**src/rtl/vga_timing_controller.sv**
```systemverilog
// Parametrised VGA raster generator: pixel-rate clock enable, programmable sync
// polarity, look-ahead pixel requests and blanked RGB/sync to the pins.
module vga_timing_controller #(
  parameter int DEPTH    = 4,
  parameter int XW       = 10,
  parameter int YW       = 10,
  parameter int AW       = 19,
  parameter int H_ACTIVE = 640,
  parameter int H_FRONT  = 16,
  parameter int H_SYNC   = 96,
  parameter int H_BACK   = 48,
  parameter int V_ACTIVE = 480,
  parameter int V_FRONT  = 10,
  parameter int V_SYNC   = 2,
  parameter int V_BACK   = 33,
  parameter bit H_POL    = 1'b0,
  parameter bit V_POL    = 1'b0,
  parameter int CLK_DIV  = 2,
  parameter int LATENCY  = 0
) (
  input  logic             clk,
  input  logic             reset,
  input  logic             enable,
  input  logic [DEPTH-1:0] r,
  input  logic [DEPTH-1:0] g,
  input  logic [DEPTH-1:0] b,
  output logic [XW-1:0]    x,
  output logic [YW-1:0]    y,
  output logic [AW-1:0]    address,
  output logic             visible,
  output logic             pixelTick,
  output logic             lineStart,
  output logic             frameStart,
  output logic             vblankStart,
  output logic [DEPTH-1:0] vgaR,
  output logic [DEPTH-1:0] vgaG,
  output logic [DEPTH-1:0] vgaB,
  output logic             hSync,
  output logic             vSync
);

  localparam int H_TOTAL = H_ACTIVE + H_FRONT + H_SYNC + H_BACK;
  localparam int V_TOTAL = V_ACTIVE + V_FRONT + V_SYNC + V_BACK;
  localparam int DIVW    = (CLK_DIV > 1) ? $clog2(CLK_DIV) : 1;

  localparam logic [DIVW-1:0] DIV_LAST = DIVW'(CLK_DIV - 1);
  localparam logic [XW:0]     HT       = (XW+1)'(H_TOTAL);
  localparam logic [XW:0]     HA       = (XW+1)'(H_ACTIVE);
  localparam logic [XW:0]     HS_BEG   = (XW+1)'(H_ACTIVE + H_FRONT);
  localparam logic [XW:0]     HS_END   = (XW+1)'(H_ACTIVE + H_FRONT + H_SYNC);
  localparam logic [YW:0]     VA       = (YW+1)'(V_ACTIVE);
  localparam logic [YW:0]     VS_BEG   = (YW+1)'(V_ACTIVE + V_FRONT);
  localparam logic [YW:0]     VS_END   = (YW+1)'(V_ACTIVE + V_FRONT + V_SYNC);
  localparam logic [XW:0]     LEAD     = (XW+1)'(LATENCY + 1);

  typedef struct packed {
    logic [XW-1:0]    x;
    logic [YW-1:0]    y;
    logic [AW-1:0]    addr;
    logic             vis;
    logic             hs;
    logic             vs;
    logic [DEPTH-1:0] r;
    logic [DEPTH-1:0] g;
    logic [DEPTH-1:0] b;
  } px_t;

  localparam px_t PX_RST = '{x: '0, y: '0, addr: '0, vis: 1'b0, hs: !H_POL, vs: !V_POL,
                             r: '0, g: '0, b: '0};

  logic [DIVW-1:0] div_q, div_d;
  logic [XW-1:0]   hc_q, hc_d;
  logic [YW-1:0]   vc_q, vc_d;
  px_t             px_q, px_d;

  logic          tick, load, hc_last, vc_last, active;
  logic [XW:0]   hc_w, lsum;
  logic [YW:0]   vc_w;
  logic [XW-1:0] lx;
  logic [YW-1:0] ly;

  assign tick    = enable && (div_q == DIV_LAST);
  assign load    = tick || !enable;
  assign hc_last = (hc_q == XW'(H_TOTAL - 1));
  assign vc_last = (vc_q == YW'(V_TOTAL - 1));
  assign hc_w    = {1'b0, hc_q};
  assign vc_w    = {1'b0, vc_q};
  assign active  = (hc_w < HA) && (vc_w < VA);

  always_comb begin
    // NOTE: every signal written here gets a default first, so no latch can be inferred.
    div_d = '0;
    hc_d  = '0;
    vc_d  = '0;
    px_d  = PX_RST;
    lsum  = hc_w + LEAD;
    lx    = '0;
    ly    = '0;
    if (enable) begin
      div_d = (div_q == DIV_LAST) ? '0 : div_q + DIVW'(1);
      hc_d  = hc_last ? '0 : hc_q + XW'(1);
      vc_d  = hc_last ? (vc_last ? '0 : vc_q + YW'(1)) : vc_q;

      // Look-ahead never spans more than one line because LATENCY+1 < H_TOTAL.
      if (lsum >= HT) begin
        lx = XW'(lsum - HT);
        ly = vc_last ? '0 : vc_q + YW'(1);
      end else begin
        lx = lsum[XW-1:0];
        ly = vc_q;
      end

      px_d.x    = lx;
      px_d.y    = ly;
      px_d.vis  = ({1'b0, lx} < HA) && ({1'b0, ly} < VA);
      px_d.addr = px_d.vis ? AW'(ly) * AW'(H_ACTIVE) + AW'(lx) : '0;
      px_d.hs   = (hc_w >= HS_BEG && hc_w < HS_END) ? H_POL : !H_POL;
      px_d.vs   = (vc_w >= VS_BEG && vc_w < VS_END) ? V_POL : !V_POL;
      px_d.r    = active ? r : '0;
      px_d.g    = active ? g : '0;
      px_d.b    = active ? b : '0;
    end
  end

  // NOTE: state registers use non-blocking assignments so all of them sample pre-edge values.
  always_ff @(posedge clk or posedge reset) begin
    if (reset) begin
      div_q <= '0;
      hc_q  <= '0;
      vc_q  <= '0;
      px_q  <= PX_RST;
    end else begin
      div_q <= div_d;
      if (load) begin
        hc_q <= hc_d;
        vc_q <= vc_d;
        px_q <= px_d;
      end
    end
  end

  // Pulses flag the tick whose counter update lands on the named position.
  assign pixelTick   = tick;
  assign lineStart   = tick && hc_last;
  assign frameStart  = tick && hc_last && vc_last;
  assign vblankStart = tick && hc_last && (vc_q == YW'(V_ACTIVE - 1));

  assign x       = px_q.x;
  assign y       = px_q.y;
  assign address = px_q.addr;
  assign visible = px_q.vis;
  assign hSync   = px_q.hs;
  assign vSync   = px_q.vs;
  assign vgaR    = px_q.r;
  assign vgaG    = px_q.g;
  assign vgaB    = px_q.b;

endmodule

```
**config.mk**
```make
export PLATFORM = sky130hd
export DESIGN_NAME = vga_timing_controller
export DESIGN_NICKNAME = d
export VERILOG_FILES = /design/src/rtl/vga_timing_controller.sv
export SDC_FILE = /design/constraint.sdc
export NUM_CORES = 1
export LEC_CHECK = 0
export CORE_ASPECT_RATIO = 1.2
export CORE_MARGIN = 2
export CORE_UTILIZATION = 59
export CTS_CLUSTER_SIZE = 40
export DETAILED_ROUTE_END_ITERATION = 7
export HOLD_SLACK_MARGIN = 0.06
export PLACE_DENSITY_LB_ADDON = 0.12
export REMOVE_ABC_BUFFERS = 1
export SYNTH_ARGS = -nofsm -noshare
export SYNTH_HDL_FRONTEND = slang
export SYNTH_SLANG_ARGS = --single-unit
```
**constraint.sdc**
```tcl
create_clock -name clk -period 10.7 [get_ports clk]
set_input_delay 2.675 -clock clk [delete_from_list [all_inputs] [get_ports clk]]
set_output_delay 2.675 -clock clk [all_outputs]
set_load 0.05 [all_outputs]
```
==> metrics.md <==
| Metric | Value |
|---|---|
| Status | `finished, final reports clean` |
| Residual DRC | `0` |
| Clk slew on worst S/H paths | `around 0.07 ns` |
| Max Cap Viol | `0` |
| Site Rows | `36` |
| Inserted Clock Buffers | `9` |
| Gr usage total | `~28%` |
| PortBufs | `between 70 and 80` |
| WS Path Type | `in2out` |
| Synth async-reset ratio | `100.0%` |
| Seq/Total Area, Yosys | `39.20%` |
| CORE AREA | `0.008018 mm^2` |
| Pleak | `2.533 nW` |
| Hold violation count in the final report | `0` |
| DRT Pass-1 Iters | `7` |
| Skew-Pair Late Insertion Delay | `between 0.3 and 0.4 ns` |
| Initial Utilization | `59.80%` |
| Synth Area in Simple Gates | `between 10% and 20%` |
| Antenna Cells | `0` |
| I/O pin count | `73` |
| Comb power frac | `about an eighth` |
| Setup TNS | `0 ns` |
| Number of DRC markers in iteration 0 | `290` |
| Post-Layout Cell Count | `approximately 660` |
| Max Fclk | `approximately 130 MHz` |
| Yosys cell types | `70` |
| Int Power | `roughly 0.45 mW` |
| CP max stage cell | `clkdlybuf4s50_1` |
| Yosys reg bits | `75` |
| Seq pwr share | `roughly 48%` |
| Max Root-Sink Buffers | `2` |
| Share of layout cells above drive strength 1 | `9.894%` |
| Sinks on Clock Net | `between 70 and 80` |
| Net switching power | `around 0.16 mW` |
| Gr ovfl total | `0` |
| Cts repair resizes | `0` |
| Area grow syn2layout | `18.82%` |
| Slew at the pin with the worst max-slew slack | `between 1 and 1.5 ns` |
| Die Y | `~100 um` |
| # nets final | `between 600 and 700` |
| Layout fillers | `between 600 and 700` |
| Via density | `between 6 and 7` |
| Final setup vio count | `0` |
| CP max FO | `11` |
| First-pass GRT wire length | `~19 mm` |
| Total number of vias | `about 4000` |
| PD cells | `about 110 mW/mm^2` |
| Sw Share | `a little over a quarter` |
| Post-synth EDFFs | `0` |
| Util after Layout | `a little under three quarters` |
| Post-Synth Adder-Cell Area | `between 7 and 8%` |
| CTS H-tree lvls | `3` |
| Cell Area, Synth | `around 0.0048 mm^2` |
| Root Buffer | `clkbuf_8` |
| Max-slew violations | `0` |
| Setup bufs post-CTS | `0` |
| RSZ-0062 raised after global routing | `false` |
| Layout Skew | `~0.010 ns` |
| Peak VDD IR | `roughly 0.073 mV` |
| Largest family of logic cells by synthesized area | `compound AO/OA/AOI/OAI gates` |
| Placed insts | `645` |
| Largest net degree at the start of global routing | `between 70 and 80` |
| Arr. time, crit path | `5.28 ns` |
| Avg WL per Cell | `~18 um` |
| Clock tree from TritonCTS | `built` |
| Crit path launch type | `input port` |
| XOR/XNOR Fraction of Synth Area | `under 10%` |
| Clock share of power | `~40%` |
| Yosys Warn Count | `0` |
| Final RePlAce weighted congestion | `slightly below 1` |
| Average size of a mapped cell | `between 9 and 10 um^2` |
| # hold bufs at CTS | `0` |
| Complex-gate fraction of the synthesized area | `22.29%` |
| Cell count after synthesis | `~510` |
| Initial antenna violation count | `0` |
| Critical Path Sink Type | `primary output` |
| CP max stage delay | `~0.87 ns` |
| Post-route minimum period | `7.950 ns` |
| Routed WL | `approximately 12 mm` |
| Die area | `around 0.009 mm^2` |
| Final antenna-violating net count | `0` |
| Final HPWL DP | `slightly above 8 mm` |
| Slew margin rel. | `19.67%` |
| Top delay family on crit path | `buffers and inverters` |
| Multiplexer share of the synthesized area | `less than 1%` |
| Crit share post-route | `between 70% and 80%` |
| Worst hold path type | `reg2reg` |
| Critical Path RT | `~8.0 ns` |
| Worst-path cell chain | `clkdlybuf4s50_1 -> nand2_1 -> clkinv_1 -> nand2_1 -> nor4_1 -> clkdlybuf4s50_1` |
| Vias in the first global route | `3851` |
| Crit path buffers/inverters | `3` |
| Die W | `86.29 um` |
| Most used flip-flop cell after synthesis | `dfrtp_1` |
| Final Power | `just over 0.6 mW` |
## worst min-delay path: stages, from the launching register on
cell and delay, ns:
dfstp_2 0.37, inv_1 0.04, a21oi_1 0.05
## cells by family after synthesis
family | Yosys count
DFF | 75
and+or+nand+nor | 182
adders and majority gates | 26
AOI/OAI and AO/OA | 140
xor gates and xnor gates | 27
muxes | 4
buffers and inverters | 54
## final cells by class
class | instances | area, um^2 | share of cell area, %
inverters | 20 | 75.07 | 1.318
clock buffers | 11 | 141.4 | 2.482
flip-flops and latches | 75 | 1879 | 32.99
well taps | 95 | 118.9 | 2.087
repair buffers | 76 | 750.7 | 13.18
clock inverters | 5 | 85.08 | 1.494
multi-input cells | 379 | 2646 | 46.45
## power groups by stage
stage                     logic, mW  clock network, mW  registers (mW)
after CTS                    0.0751              0.251           0.295
after global routing         0.0799              0.262           0.296
after detailed placement     0.0749                  0           0.301
after global placement       0.0737                  0           0.301
after floorplan              0.0217                  0           0.324
final                        0.0743              0.248           0.295
## state kept, by name, summed over array words and instances, names as in the netlist
register	flops
address	19
div_q	1
hSync	1
hc_q	10
vSync	1
vc_q	10
vgaB	4
vgaG	4
vgaR	4
visible	1
x	10
y	10
## layer usage
| layer | track usage [%] | vias up | wire length (um) | share of wire (%) |
|---|---|---|---|---|
| li1 | - | 1931 | - | - |
| met1 | 35.51 | 1957 | 5083 | 43 |
| met2 | 46.81 | 133 | 5907 | 50 |
| met3 | 4.243 | 17 | 603 | 5.1 |
| met4 | 12.02 | 0 | 199 | 1.7 |
| met5 | 0 | - | 0 | 0 |
## stage by stage
stage / cell area (um^2) / hold WS [ns] / setup WS (ns)
2_1_floorplan: 4587 / 0.5117 / 3.242
3_3_place_gp: 5470 / 0.4473 / 2.943
3_5_place_dp: 5470 / 0.4628 / 2.794
4_1_cts: 5697 / 0.4743 / 2.761
5_1_grt: 5697 / 0.4978 / 2.589
6_report: 5697 / 0.4716 / 2.750
## synthesized netlist by cell type (all sizes together), types with 2 or more instances
| library cell | instances | area, um^2 |
|---|---|---|
| dfrtp | 73 | 1827 |
| nand2 | 51 | 191.4 |
| nor2 | 40 | 150.1 |
| o21ai | 32 | 171.4 |
| o31ai | 25 | 241.5 |
| ha | 24 | 300.3 |
| a21oi | 20 | 100.1 |
| buf | 19 | 151.4 |
| inv | 18 | 67.56 |
| a22o | 17 | 148.9 |
| clkbuf | 15 | 56.30 |
| xor2 | 15 | 131.4 |
| nand3 | 12 | 72.57 |
| or2 | 12 | 75.07 |
| xnor2 | 12 | 105.1 |
| nand4 | 10 | 68.81 |
| nor3 | 9 | 45.04 |
| a211oi | 8 | 60.06 |
| o211a | 8 | 80.08 |
| a21o | 6 | 46.30 |
| and2 | 6 | 40.04 |
| and3 | 6 | 38.79 |
| nand3b | 6 | 45.04 |
| nor2b | 5 | 31.28 |
| nand2b | 4 | 25.02 |
| nor3b | 4 | 30.03 |
| nor4 | 4 | 25.02 |
| o21a | 4 | 31.28 |
| a31oi | 3 | 18.77 |
| o21bai | 3 | 22.52 |
| o22ai | 3 | 32.53 |
| or3 | 3 | 18.77 |
| clkinv | 2 | 7.510 |
| dfstp | 2 | 52.55 |
| fa | 2 | 40.04 |
| mux2 | 2 | 22.52 |
| mux2i | 2 | 20.02 |
| nand4b | 2 | 17.52 |
| nor4b | 2 | 17.52 |
## path summary, 6_finish.rpt
kind / slack, ns / depth (start not counted) / to / start
max: 2.75 / 6 / vblankStart / enable
min: 0.47 / 2 / hSync$_DFFE_PP1P_ / hSync$_DFFE_PP1P_
max reg2reg: 4.57 / 19 / address[18]$_DFFE_PP0P_ / hc_q[0]$_DFFE_PP0P_
min reg2reg: 0.47 / 2 / hSync$_DFFE_PP1P_ / hSync$_DFFE_PP1P_
max in group asynchronous: 7.16 / 3 / hc_q[6]$_DFFE_PP0P_ / reset
min in group asynchronous: 2.93 / 3 / vgaG[2]$_DFFE_PP0P_ / reset
## placed cells by master, fill, tap and decap left out, drive strengths merged, types with 3 or more instances in the layout
master and instances:
a211oi 8, a21o 6, a21oi 20, a22o 17
a31oi 3, and2 6, and3 6, buf 4
clkbuf 11, clkdlybuf4s50 72, clkinv 3, dfrtp 73
ha 24, inv 19, nand2 51, nand2b 4
nand3 12, nand3b 6, nand4 10, nor2 40
nor2b 5, nor3 9, nor3b 4, nor4 4
o211a 8, o21a 4, o21ai 32, o21bai 3
o22ai 3, o31ai 25, or2 12, or3 3
xnor2 12, xor2 15
(Power assumes the default switching activity.)
